File: src/rtl/ultrasonic_ranger.sv
// ultrasonic_ranger: periodic trigger, synchronised echo width
// measurement with timeouts, and active-low distance zone indicators.
module ultrasonic_ranger #(
  parameter int CNT_W          = 22,
  parameter int TRIG_CYCLES    = 500,
  parameter int PERIOD_CYCLES  = 3000000,
  parameter int TIMEOUT_CYCLES = 1500000,
  parameter int NUM_ZONES      = 3
) (
  input  logic                       clk,
  input  logic                       rst_n,
  input  logic                       enable,
  input  logic                       echo,
  input  logic [NUM_ZONES*CNT_W-1:0] zone_thr,
  output logic                       trig,
  output logic [CNT_W-1:0]           echo_cnt,
  output logic                       meas_valid,
  output logic                       timeout,
  output logic                       busy,
  output logic [NUM_ZONES-1:0]       zone_n
);

  localparam logic [2:0] S_IDLE = 3'd0;
  localparam logic [2:0] S_TRIG = 3'd1;
  localparam logic [2:0] S_WAIT = 3'd2;
  localparam logic [2:0] S_MEAS = 3'd3;
  localparam logic [2:0] S_HOLD = 3'd4;

  localparam logic [CNT_W-1:0] CNT_MAX   = '1;
  localparam logic [CNT_W-1:0] CNT_ONE   = CNT_W'(1);
  localparam logic [CNT_W-1:0] TRIG_LAST = CNT_W'(TRIG_CYCLES - 1);
  localparam logic [CNT_W-1:0] TO_LAST   = CNT_W'(TIMEOUT_CYCLES - 1);
  localparam logic [CNT_W-1:0] TO_LIM    = CNT_W'(TIMEOUT_CYCLES);
  localparam logic [CNT_W-1:0] PER_LAST  = CNT_W'(PERIOD_CYCLES - 1);

  logic [2:0]           state_q, state_d;
  logic [CNT_W-1:0]     per_q, per_d;
  logic [CNT_W-1:0]     cnt_q, cnt_d;
  logic                 meta_q, echo_s_q, echo_sd_q;
  logic                 trig_q, busy_q, mv_q, to_q;
  logic [CNT_W-1:0]     echo_cnt_q;
  logic [NUM_ZONES-1:0] zone_n_q, zone_new;
  logic                 rise, fall;
  logic                 mv_set, to_set;
  logic [CNT_W-1:0]     lo, hi;

  function automatic logic [CNT_W-1:0] sat_inc(
    input logic [CNT_W-1:0] v
  );
    return (v == CNT_MAX) ? v : v + CNT_ONE;
  endfunction

  always_ff @(posedge clk or negedge rst_n) begin
    if (!rst_n) begin
      meta_q    <= 1'b0;
      echo_s_q  <= 1'b0;
      echo_sd_q <= 1'b0;
    end else begin
      meta_q    <= echo;
      echo_s_q  <= meta_q;
      echo_sd_q <= echo_s_q;
    end
  end

  assign rise = echo_s_q & ~echo_sd_q;
  assign fall = ~echo_s_q & echo_sd_q;

  always_comb begin
    state_d = state_q;
    per_d   = per_q;
    cnt_d   = cnt_q;
    mv_set  = 1'b0;
    to_set  = 1'b0;
    unique case (state_q)
      S_IDLE: begin
        per_d = '0;
        cnt_d = '0;
        if (enable) state_d = S_TRIG;
      end
      S_TRIG: begin
        per_d = sat_inc(per_q);
        if (cnt_q >= TRIG_LAST) begin
          state_d = S_WAIT;
          cnt_d   = '0;
        end else begin
          cnt_d = sat_inc(cnt_q);
        end
      end
      S_WAIT: begin
        per_d = sat_inc(per_q);
        // edge-qualified, so an echo already high on entry is ignored
        if (rise) begin
          state_d = S_MEAS;
          cnt_d   = CNT_ONE;
        end else if (cnt_q >= TO_LAST) begin
          state_d = S_HOLD;
          to_set  = 1'b1;
        end else begin
          cnt_d = sat_inc(cnt_q);
        end
      end
      S_MEAS: begin
        per_d = sat_inc(per_q);
        if (fall) begin
          state_d = S_HOLD;
          mv_set  = 1'b1;
        end else if (cnt_q >= TO_LIM) begin
          state_d = S_HOLD;
          to_set  = 1'b1;
        end else if (echo_s_q) begin
          cnt_d = sat_inc(cnt_q);
        end
      end
      S_HOLD: begin
        per_d = sat_inc(per_q);
        if (per_q >= PER_LAST) begin
          per_d   = '0;
          cnt_d   = '0;
          state_d = enable ? S_TRIG : S_IDLE;
        end
      end
      default: begin
        state_d = S_IDLE;
        per_d   = '0;
        cnt_d   = '0;
      end
    endcase
  end

  // bounds are ascending, so at most one window can contain the count
  always_comb begin
    zone_new = '1;
    lo       = '0;
    hi       = '0;
    for (int k = 0; k < NUM_ZONES; k++) begin
      hi = zone_thr[k*CNT_W +: CNT_W];
      if (cnt_q >= lo && cnt_q < hi) zone_new[k] = 1'b0;
      lo = hi;
    end
  end

  always_ff @(posedge clk or negedge rst_n) begin
    if (!rst_n) begin
      state_q <= S_IDLE;
      per_q   <= '0;
      cnt_q   <= '0;
    end else begin
      state_q <= state_d;
      per_q   <= per_d;
      cnt_q   <= cnt_d;
    end
  end

  always_ff @(posedge clk or negedge rst_n) begin
    if (!rst_n) begin
      trig_q     <= 1'b0;
      busy_q     <= 1'b0;
      mv_q       <= 1'b0;
      to_q       <= 1'b0;
      echo_cnt_q <= '0;
      zone_n_q   <= '1;
    end else begin
      trig_q <= (state_d == S_TRIG);
      busy_q <= (state_d != S_IDLE);
      mv_q   <= mv_set;
      to_q   <= to_set;
      if (mv_set) begin
        echo_cnt_q <= cnt_q;
        zone_n_q   <= zone_new;
      end else if (to_set) begin
        zone_n_q <= '1;
      end
    end
  end

  assign trig       = trig_q;
  assign busy       = busy_q;
  assign meas_valid = mv_q;
  assign timeout    = to_q;
  assign echo_cnt   = echo_cnt_q;
  assign zone_n     = zone_n_q;

endmodule

File: config.mk
export PLATFORM = sky130hd
export DESIGN_NAME = ultrasonic_ranger
export DESIGN_NICKNAME = d
export VERILOG_FILES = /design/src/rtl/ultrasonic_ranger.sv
export SDC_FILE = /design/constraint.sdc
export NUM_CORES = 1
export LEC_CHECK = 0
export ABC_AREA = 1
export CAP_MARGIN = 20
export CORE_ASPECT_RATIO = 1.25
export CORE_MARGIN = 1.5
export CORE_UTILIZATION = 40
export DETAILED_ROUTE_END_ITERATION = 8
export MAX_ROUTING_LAYER = met4
export PLACE_DENSITY_LB_ADDON = 0.3
export RECOVER_POWER = 100
export SKIP_CTS_REPAIR_TIMING = 1
export SYNTH_ARGS = -nofsm -noshare
export SYNTH_HDL_FRONTEND = slang
export SYNTH_SLANG_ARGS = --single-unit
File: constraint.sdc
create_clock -name clk -period 3.93 [get_ports clk]
set_input_delay 0.9825 -clock clk [delete_from_list [all_inputs] [get_ports clk]]
set_output_delay 0.9825 -clock clk [all_outputs]
set_load 0.02 [all_outputs]
==> results.toml <==
[logic_synthesis]
synth.distinct_cells = 35
synth_nets = 1129
syn_avg_cell_area_sq_um = 6.71
netlist_instances = 991
syn_area_sq_um = 6650
yosys_warnings = 0
yosys_register_bits = 79
ys_seq_area_share_pct = 29.8

[worst_setup_path]
endpoint_kind = "flop"
r2r_cells = 10
worstPathCellList = "nor3_1, clkbuf_1, inv_2, nor2_8, inv_2, nand2_2, nor2_8, nand2_4, nand2_1, nand2_1"
path_buf_inv = 3
r2r_end = "cnt_q[7]"
critPathArrivalTime_ns = 3.45
required_ns = 4.21
worst-r2r-setup-slack_ns = 0.76
slowest_stage = "clkbuf_1"
max_stage_delay_ns = 0.85
r2r_start = "state_q[2]"
start_kind = "flop"
cp_max_fo = 44
crit_type = "flop to flop"
cp_top_family = "buffers and inverters"

[run_status]
violations = "max-capacitance violations, max-slew violations"
outcome = "finished with violations"

[detailed_routing]
vias_per_cell = 5.06
drt_iter0_markers = 471
drc_errors = 0
drt-total-wl_um = 18200
drt_pre_antenna_iters = 5
vias = 6591
postRouteAntennaNets = 0
detail_route.wl_per_cell_um = 14.0

[timing]
setup_viol = 0
fin_crit_sh_pct = 80.8
finalClockSkew_ns = 0.00889
setup-tns-final_ns = 0
fmax_mhz = 315
finalCriticalPeriod_ns = 3.17
rsz0062_at_grt = "no"
worst_pin_slew_ns = 1.55
slew_violations = 26
relSlewSlack_pct = -3.60
finalHoldViolCount = 0

[cts]
clk_pin_slew_ns = 0.06
htree_num_levels = 3
cts_max_path_buffers = 2
cts_buffers = 9
clk_latency_ns = 0.35
clkSinkCount = 79
cts_tree = "yes"
cts-root-buf = "clkbuf_16"

[pwr]
cellLeakagePower_nw = 4.46
power.density_nw_per_um2 = 232
peakVddDrop_v = 0.000188

[layout]
final_area_sq_um = 8140
nets = 1220
areaGrowthSynthToFinish_pct = 22.4
post_route_cells_drive_above_1_share_pct = 5.15
num_antenna_cells = 0
final_cells = 1303
final_util_pct = 50.2

[global_route]
gr-total-overflow = 0
grt_pass1_vias = 6279
antenna_found_initial = 0
grt_pass1_wl_um = 30100
grt_use_total_pct = 22.1
grt_max_degree = 80

[die]
core_sq_um = 16200
die_x_um = 118
dieHeight_um = 147
dieArea_sq_um = 17400
row_count = 52
initial_core_util_pct = 41.0
pin_count = 99

[worst_hold_path]
hold_class = "flop to flop"
hold_depth = 0
hold_start = "meta_q"
hold_end = "echo_s_q"

[placement]
dpl_cell_area_sq_um = 7810
io_buffer_count = 98
place.gp.congestion = 0.933
dp_hpwl_um = 13800
dp_cells = 1286

[flow_run]
max_cap_viol_count = 1
## cell usage in the layout, fill, tap and decap left out, drive strengths merged, types with 22 or more instances in the layout
cell type,n
nand3,108
a21oi,39
o21ai,41
nand2,308
inv,152
nor2,98
dlygate4sd3,30
clkdlybuf4s50,67
nand4,22
dfrtp,76
ha,68
## kinds of logic (layout without fill, tap and decap cells)
| logic type | after synthesis | count (layout) | synth area share [%] |
|---|---|---|---|
| AO/OA/AOI/OAI | 90 | 90 | 7.13 |
| XOR/XNOR | 23 | 23 | 3.03 |
| adder cells (fa/ha/maj) | 68 | 68 | 12.8 |
| buffers and inverters | 172 | 268 | 10.2 |
| flip-flops | 79 | 79 | 29.8 |
| AND/OR/NAND/NOR | 559 | 559 | 37.0 |
## flip-flops by register name, summed over array words and instances (netlist names)
name,cells
zone_n,3
state_q,3
echo_s_q,1
echo_cnt,22
trig,1
per_q,22
busy,1
meas_valid,1
echo_sd_q,1
timeout,1
meta_q,1
cnt_q,22
## power breakdown
group          total [mW]  internal (mW)  switching [mW]  leakage (nW)
clock               0.918          0.578           0.340         0.157
sequential          0.816          0.815         0.00111          1.04
combinational       0.151         0.0851          0.0661          3.26
total                1.89           1.48           0.407          4.46
## stage by stage
step | worst slack (ns) | total power, mW | hold slack [ns]
6_report | 0.756 | 1.89 | 0.350
5_1_grt | 0.580 | 1.94 | 0.360
4_1_cts | 1.24 | 1.90 | 0.352
3_5_place_dp | 1.13 | 0.981 | 0.338
3_3_place_gp | 1.14 | 0.980 | 0.347
2_1_floorplan | 1.86 | 0.884 | 0.331
## routing by layer
layer / track usage (%) / part of all wire, % / routed length (um) / vias to the layer above
met1: 27.3 / 44 / 7970 / 2994
met5: - / 0 / 0 / -
met2: 37.3 / 48 / 8820 / 201
met3: 2.29 / 4.9 / 898 / 40
met4: 8.35 / 2.8 / 503 / 0
li1: - / - / - / 3356
## synthesized netlist by cell type
cell	n	area share, %
nand2_1	296	17
inv_1	140	7.9
nand3_1	105	7.9
nor2_1	92	5.2
dfrtp_1	76	29
ha_1	68	13
a21oi_1	39	2.9
o21ai_0	38	2.9
nand4_1	22	2.1
xor2_1	21	2.8
nor3_1	12	0.90
clkbuf_1	11	0.62
inv_2	11	0.62
nand2_2	10	0.94
buf_2	6	0.45
o21a_1	5	0.56
a31oi_1	3	0.28
buf_6	3	0.51
dfstp_2	3	1.2
nand3_2	3	0.45
nand3b_1	3	0.34
nor3_2	3	0.45
nor4_1	3	0.28
nand2_4	2	0.34
nor2_2	2	0.19
nor2_4	2	0.34
nor2_8	2	0.60
o21ai_1	2	0.15
xnor2_1	2	0.26
and2_1	1	0.094
buf_4	1	0.11
nor3_4	1	0.24
o21ai_2	1	0.13
o21bai_1	1	0.11
o22ai_1	1	0.094
## final cells by class
class | instances | area [sq um]
Clock buffer | 12 | 246
Clock inverter | 4 | 77.6
Fill cell | 1665 | 8060
Inverter | 151 | 567
Multi-Input combinational cell | 740 | 3980
Sequential cell | 79 | 1980
Tap cell | 216 | 270
Timing Repair Buffer | 101 | 1010
## how the worst max path moves through the flow
stage	startpoint	slack [ns]	end	cells past startpoint
floorplan	zone_thr[21]	1.86	zone_n[1]	10
global placement	zone_thr[35]	1.14	zone_n[2]	12
detailed placement	zone_thr[35]	1.13	zone_n[2]	12
CTS	state_q[2]	1.24	cnt_q[18]	9
global route	state_q[2]	0.58	cnt_q[19]	10
finish	state_q[2]	0.76	cnt_q[7]	10
Power figures use the tool's default switching activity.
